==> config.mk <==
export PLATFORM = sky130hd
export DESIGN_NAME = fp_normalize_round_32bit
export DESIGN_NICKNAME = d
export VERILOG_FILES = /design/src/rtl/fp_normalize_round_32bit.sv
export SDC_FILE = /design/constraint.sdc
export NUM_CORES = 1
export LEC_CHECK = 0
export BUFFER_PORTS_ARGS = -buffer_cell sky130_fd_sc_hd__buf_2
export CORE_ASPECT_RATIO = 0.8
export CORE_MARGIN = 2
export CORE_UTILIZATION = 59
export CTS_CLUSTER_SIZE = 25
export DETAILED_ROUTE_END_ITERATION = 8
export PLACE_DENSITY = 0.8
export SLEW_MARGIN = 20
export SYNTH_ARGS = -nofsm -noshare
export SYNTH_HDL_FRONTEND = slang
export SYNTH_SLANG_ARGS = --single-unit
==> constraint.sdc <==
create_clock -name clk -period 6.5 [get_ports clk]
set_clock_uncertainty 0.05 [all_clocks]
set_input_delay 0.65 -clock clk [delete_from_list [all_inputs] [get_ports clk]]
set_output_delay 0.65 -clock clk [all_outputs]
set_load 0.005 [all_outputs]
==> src/rtl/fp_normalize_round_32bit.sv <==
// Three-stage normalise + round-to-nearest-even back end for the FP32 adder sum.
// Optional denormal results: define FP_NORM_DENORM_EN (default flushes underflow to signed zero).
module fp_normalize_round_32bit #(
    parameter int unsigned BIAS    = 127,
    parameter int unsigned EXP_MAX = 255
) (
    input  logic        clk,
    input  logic        rst,
    input  logic        in_valid,
    output logic        in_ready,
    input  logic        in_sign,
    input  logic [8:0]  in_exp,
    input  logic [26:0] in_mant,
    input  logic        in_sticky,
    output logic        out_valid,
    input  logic        out_ready,
    output logic [31:0] out_f,
    output logic        out_ovf,
    output logic        out_unf
);
    localparam int unsigned EW  = 10;
    localparam int unsigned MW  = 26;
    localparam int unsigned LZW = 5;
    localparam int          EMIN = 1 - int'(BIAS);
    localparam logic signed [EW-1:0] EMIN_CODE = EW'(EMIN + int'(BIAS));
    localparam logic [EW-1:0]        EXP_MAX_C = EW'(EXP_MAX);

    logic adv;
    assign adv      = !out_valid || out_ready;
    assign in_ready = adv;

    logic                 s1_valid, s2_valid;
    logic                 s1_sign, s1_sticky, s1_zero, s1_inf;
    logic signed [EW-1:0] s1_exp;
    logic [MW-1:0]        s1_mant;
    logic [LZW-1:0]       s1_lz;

    logic                 s2_sign, s2_sticky, s2_zero, s2_unf, s2_den, s2_inf;
    logic [8:0]           s2_exp;
    logic [MW-1:0]        s2_mant;

    // leading-zero count of the hidden/fraction/guard/round field
    logic [LZW-1:0] lz_c;
    always_comb begin
        lz_c = LZW'(MW);
        for (int i = 0; i < int'(MW); i++) begin
            if (in_mant[i]) lz_c = LZW'(int'(MW) - 1 - i);
        end
    end

    // S2 normalise: shift to target exponent, or handle underflow
    logic signed [EW-1:0] e_c;
    logic [MW-1:0]        s2_mant_c;
    logic [8:0]           s2_exp_c;
    logic                 s2_sticky_c, s2_zero_c, s2_unf_c, s2_den_c;
    always_comb begin
        e_c         = s1_exp - EW'(s1_lz);
        s2_mant_c   = s1_mant << s1_lz;
        s2_exp_c    = e_c[8:0];
        s2_sticky_c = s1_sticky;
        s2_zero_c   = 1'b0;
        s2_unf_c    = 1'b0;
        s2_den_c    = 1'b0;
        if (s1_zero) begin
            s2_zero_c = 1'b1;
            s2_mant_c = '0;
            s2_exp_c  = '0;
        end else if (e_c < EMIN_CODE) begin
`ifdef FP_NORM_DENORM_EN
            s2_den_c = 1'b1;
            s2_exp_c = '0;
            if (s1_exp >= EMIN_CODE) begin
                s2_mant_c = s1_mant << LZW'(s1_exp - EMIN_CODE);
            end else begin
                // exponent 0 sits one binade below the denormal scale
                s2_mant_c   = s1_mant >> 1;
                s2_sticky_c = s1_sticky | s1_mant[0];
            end
`else
            s2_zero_c = 1'b1;
            s2_unf_c  = 1'b1;
            s2_mant_c = '0;
            s2_exp_c  = '0;
`endif
        end
    end

    // S3 round to nearest even and pack
    logic          g_c, rs_c, inc_c;
    logic [24:0]   sig_c;
    logic [EW-1:0] exp_f_c;
    logic [31:0]   f_c;
    logic          ovf_c, unf_c;
    always_comb begin
        g_c     = s2_mant[1];
        rs_c    = s2_mant[0] | s2_sticky;
        inc_c   = g_c & (rs_c | s2_mant[2]);
        sig_c   = {1'b0, s2_mant[25:2]} + 25'(inc_c);
        // a denormal rounding into the hidden bit becomes exponent 1
        exp_f_c = EW'(s2_exp) + EW'(s2_den ? sig_c[23] : sig_c[24]);
        f_c     = {s2_sign, exp_f_c[7:0], sig_c[22:0]};
        ovf_c   = 1'b0;
        unf_c   = s2_den & (g_c | rs_c);
        if (s2_inf || (exp_f_c >= EXP_MAX_C)) begin
            f_c   = {s2_sign, 8'hFF, 23'h0};
            ovf_c = 1'b1;
            unf_c = 1'b0;
        end else if (s2_zero) begin
            f_c   = {s2_sign, 31'h0};
            unf_c = s2_unf;
        end
    end

    // valid bits and output register
    always_ff @(posedge clk) begin
        if (rst) begin
            s1_valid  <= 1'b0;
            s2_valid  <= 1'b0;
            out_valid <= 1'b0;
            out_f     <= '0;
            out_ovf   <= 1'b0;
            out_unf   <= 1'b0;
        end else if (adv) begin
            s1_valid  <= in_valid;
            s2_valid  <= s1_valid;
            out_valid <= s2_valid;
            if (s2_valid) begin
                out_f   <= f_c;
                out_ovf <= ovf_c;
                out_unf <= unf_c;
            end
        end
    end

    // pipeline payload, advanced in lock-step with the valid bits
    always_ff @(posedge clk) begin
        if (adv) begin
            s1_sign <= in_sign;
            s1_inf  <= (EW'(in_exp) >= EXP_MAX_C);
            s1_zero <= (in_mant == '0);
            if (in_mant[26]) begin
                s1_mant   <= in_mant[26:1];
                s1_sticky <= in_sticky | in_mant[0];
                s1_exp    <= EW'(in_exp) + EW'(1);
                s1_lz     <= '0;
            end else begin
                s1_mant   <= in_mant[25:0];
                s1_sticky <= in_sticky;
                s1_exp    <= EW'(in_exp);
                s1_lz     <= lz_c;
            end

            s2_sign   <= s1_sign;
            s2_inf    <= s1_inf;
            s2_zero   <= s2_zero_c;
            s2_unf    <= s2_unf_c;
            s2_den    <= s2_den_c;
            s2_exp    <= s2_exp_c;
            s2_mant   <= s2_mant_c;
            s2_sticky <= s2_sticky_c;
        end
    end

endmodule

Word-level counts from Yosys, hierarchy flattened
Index checks and enable logic that the tools add are counted.
{ "op_classes": {"n_addsub": 4, "mul": 0, "n_div": 0, "order_cmp": 3, "n_eq_ne": 0, "shift": 1, "mux": 34, "bitwise": 4, "n_reduce_logical": 11} }
{ "ops": {"columns": ["cell", "count"], "rows": [
  ["$mux W31", 2],
  ["$mux W5", 9],
  ["$mux W4", 8],
  ["$logic_not A27 Y1", 1],
  ["$shl A26 B5 Y26", 1],
  ["$add A24 B1 Y25", 1],
  ["$mux W25", 1],
  ["$reduce_or A17 Y1", 1],
  ["$mux W3", 4],
  ["$add A9 B1 Y10", 1],
  ["$add A9 B1 Y10 const B", 1],
  ["$ge A10 B8 Y1 const B", 1],
  ["$lt A10 B2 Y1 const B", 1],
  ["$sub A10 B5 Y10", 1],
  ["$ge A9 B8 Y1 const B", 1],
  ["$mux W9", 1],
  ["$reduce_or A9 Y1", 1],
  ["$mux W1", 6],
  ["$mux W2", 3],
  ["$reduce_or A5 Y1", 1],
  ["$reduce_or A2 Y1", 2],
  ["$or A1 B1 Y1", 3],
  ["$reduce_or A3 Y1", 1],
  ["$logic_or A1 B1 Y1", 2],
  ["3 further kinds", 3]
]} }
{ "word_totals": {"ff_bits": 122, "latch_bits": 0, "ramBits": 0, "rom_bits": 0, "inputBits": 42, "out_inout_bits": 36, "wordCells": 83, "memories": 0} }

Longest topological paths before layout
{ "depth": {"word_depth": 25, "depth_mapped": 17, "ltp_nobuf": 15} }

Worst setup path after synthesis
OpenSTA, ideal clock, no wires.
{ "synth_timing": {"kind": "input to register", "start": "input out_ready", "end": "register out_f[12]", "setup_time_ns": 0.067, "arrival_ns": 4.659, "t_required_ns": 6.383, "path_slack_ns": 1.724, "cell_stages": 8, "n_path_buf": 2, "cell_sequence": "nand2b_1 > clkbuf_1 > and2_1 > nor2b_1 > o311ai_4 > or3_4 > buf_12 > o21ai_2"} }
{ "synth_between": {"elab_chain_cells": 2} }
{ "synth_lines": {"columns": ["item", "line_no", "text"], "rows": [
  ["start, declared", "16", "input logic out_ready,"],
  ["$logic_or A1 B1 Y1", "29", "assign adv = !out_valid || out_ready;"],
  ["via in_ready", "10", "output logic in_ready,"],
  ["$reduce_and A2 Y1 (no line)", null, null],
  ["end signal, assigned", "120", "out_f <= '0;"],
  ["end signal, assigned", "128", "out_f <= f_c;"],
  ["end, declared", "17", "output logic [31:0] out_f,"]
]} }
The timed path passes the listed nets, and every way through them passes these cells.
A chain may end at the register's enable or synchronous reset.

Worst setup path after layout
{ "layout_timing": {"start": "register s2_mant[1]", "end": "register out_f[0]"} }
{ "layout_between": {"elab_chain_cells": 6, "elab_cells_between_ends": 7, "classes_between": "add/sub (2); order compare (1); mux (2); bitwise (1); reduce/logical (1)"} }
{ "layout_lines": {"columns": ["item", "line_no", "text"], "rows": [
  ["start, declared", "40", "logic [MW-1:0] s2_mant;"],
  ["start signal, assigned", "159", "s2_mant <= s2_mant_c;"],
  ["$and A1 B1 Y1 (*)", "97", "inc_c = g_c & (rs_c | s2_mant[2]);"],
  ["$add A24 B1 Y25 (*)", "98", "sig_c = {1'b0, s2_mant[25:2]} + 25'(inc_c);"],
  ["$add A9 B1 Y10", "100", "exp_f_c = EW'(s2_exp) + EW'(s2_den ? sig_c[23] : sig_c[24]);"],
  ["$ge A10 B8 Y1", "104", "if (s2_inf || (exp_f_c >= EXP_MAX_C)) begin"],
  ["$logic_or A1 B1 Y1", "104", null],
  ["$mux W31 (*)", "104", null]
]} }
Mark *: on every way between the ends. The rest lies on a longest branch, timed or not.

==> results.ini <==
[finish]
final_layout_size_suffix_gt1_share_pct = 23.0
stdcell_area_um2 = 7960
final_common_cell = nor2_1
nets = 818
final_cell_mix = 88 x nor2_1, 85 x edfxtp_1, 82 x nand2_1, 77 x buf_2, 37 x dfxtp_1
num_antenna_cells = 0
regArea_um2 = 3290
multi_input_area_um2 = 3410
n_fill_cell = 854
area_growth_pct = 15.0

[placement]
globalplace.congestion = 0.911
io_buffers = 77
place_ws_ns = 2.09
placed_area_um2 = 7370
dpl.hpwl_mm = 10.8

[clocking]
cts_setup_buffers = 0
clk_pin_slew_ns = 0.06
cts_max_path_buffers = 2
cts_resized = 0
worstSkewPairLatency_ns = 0.41
cts_sinks = 122
tritoncts = done
cts_root_buf = clkbuf_16
tritoncts.num_buffers = 17
htreeDepth = 4
cts_hold_buf = 0

[yosys]
syn_avg_cell_area_um2 = 9.94
synth_area_leader_cell = edfxtp_1
synth_cell_types = 55
ys_ff_latch = 122
yosysWarnings = 0
synth-seq-area-share_pct = 47.6
yosys_most_used_dff = edfxtp_1
yosysTopAreaCellShare_pct = 36.9
synthesis.nets = 749
syn_area_um2 = 6920
synth_edf_count = 85
synthCells = 696
synthTopCellsByArea = edfxtp_1 37%, dfxtp_1 11%, mux2_2 5.9%
ys_async_sr_fraction_pct = 0

[power_and_ir_drop]
ir_drop_mv = 0.184
p_leak_nw = 3.22
powerDensity_nw_per_um2 = 280
p_total_mw = 2.23

[timing]
slew_headroom_pct = 36.1
hold_viol = 0
finalSetupTns_ns = 0
worst_pin_slew_ns = 0.958
finalMaxSlewViolations = 0
setup_ws_ns = 2.06
finalSetupViolations = 0
rsz0062_at_grt = false
post-route-period-util_pct = 68.3
hold-worst-slack_ns = 0.359
period_needed_ns = 4.44
max_freq_mhz = 225

[worst_setup_path]
cp-end-kind = flip-flop
startpoint_type = flip-flop
critPathRequiredTime_ns = 6.73
r2r_slack_ns = 2.06
crit_type = reg2reg
worstPathArrival_ns = 4.67
path_max_fanout = 23

[global_routing]
grt_pass1_vias = 5210
antenna_found_initial = 0
grt_usage_pct = 25.3
grt-ovfl-total = 0
grt_pass1_wl_mm = 25.5
grt_max_degree = 92

[route]
drt_iter0_markers = 473
wl_met3_um = 987
routed.top_layer = met4
detail-route-antenna-nets = 0
first_pass_iters = 6
wire_per_inst_um = 16.4
wirelength_mm = 15.2
m1WireLength_mm = 6.74
routed_via_density = 5.93
dr_wl_met2_mm = 7.14
vias = 5487
drc = 0

[flow_run]
maxCapViolations = 0

[floorplanning]
core_um2 = 11500
die_w_um = 125
die_area_um2 = 12600
start_util_pct = 60.3
die_h_um = 101
rows = 35
ios = 78

[worst_hold_path]
hold_class = in2reg

[status]
status = finished clean

## cells in the mapped netlist (4+ instances only)
library cell,number
a221oi_1,5
dfxtp_1,37
mux2i_1,28
nand2_1,82
nand2b_1,10
nor3_1,25
o211ai_1,4
inv_1,19
a211oi_1,6
buf_1,4
a21oi_1,25
o22ai_1,7
nor2b_1,8
nor4_1,8
ha_1,10
mux2_2,36
o21ai_0,32
a31oi_1,7
nand3_1,20
and4_1,6
edfxtp_1,85
xor2_1,26
xnor2_1,15
and2_1,4
buf_2,6
clkbuf_1,19
nor2_1,88
o21ai_2,20
nand4_1,11
o31ai_1,4
and3_1,7
## kinds of logic (layout without fill, tap and decap cells)
logic type | Yosys count | after routing | synth area share (%)
simple gates | 280 | 280 | 18.9
xor+xnor | 41 | 41 | 5.19
flops | 122 | 122 | 47.6
buf+inv | 51 | 133 | 3.35
mux | 66 | 66 | 10.6
compound gates | 125 | 125 | 12.3
fa+ha+maj | 11 | 11 | 2.10
## final cells by class
class	instances	share of cell area [%]
Timing Repair Buffer	81	5.32
Multi-Input combinational cell	523	42.9
Clock buffer	23	6.40
Clock inverter	9	0.755
Sequential cell	122	41.4
Inverter	20	0.944
Tap cell	148	2.33
## per-layer routing
metal  up-vias  GRT usage [%]
met4         0           9.40
met1      2536           33.5
li1       2674              -
met3        35           5.04
met5         -              0
met2       242           42.0
## metrics by stage
step	instances	util, %
2_1_floorplan	696	-
3_3_place_gp	893	64.2
3_5_place_dp	893	64.2
4_1_cts	925	69.2
5_1_grt	926	69.3
6_report	926	69.3
## critical path, cell delays in order (launching register included)
cell      delay (ns)
edfxtp_1        0.43
and2_1          0.17
ha_1            0.21
and3_1          0.22
and3_1          0.23
and4_1          0.28
and4_1          0.26
and3_1          0.19
ha_1            0.23
ha_1            0.24
xor2_1          0.20
nand4_1         0.12
or3_4           0.41
o311ai_4        0.45
or3_4           0.45
o21ai_0         0.16
## worst paths after layout
check,start,to,depth (start not counted)
setup / recovery,s2_mant[1]$_SDFFCE_PP0N_,out_f[0]$_SDFFE_PP0P_,15
hold / removal,in_sign,s1_sign$_DFFE_PN_,1
setup reg to reg,s2_mant[1]$_SDFFCE_PP0N_,out_f[0]$_SDFFE_PP0P_,15
hold reg to reg,s1_sign$_DFFE_PN_,s2_sign$_DFFE_PN_,0
## flip-flops by register name, indices dropped and copies added (netlist names), 5 cells and up
name and flops:
s2_mant 26, s2_exp 9, out_f 32, s1_lz 5, s1_exp 10, s1_mant 26
## power by group
part	switching (mW)	internal, mW
clock	0.339	0.550
sequential	0.0671	0.927
combinational	0.201	0.143
total	0.608	1.62
(Power assumes the default switching activity.)
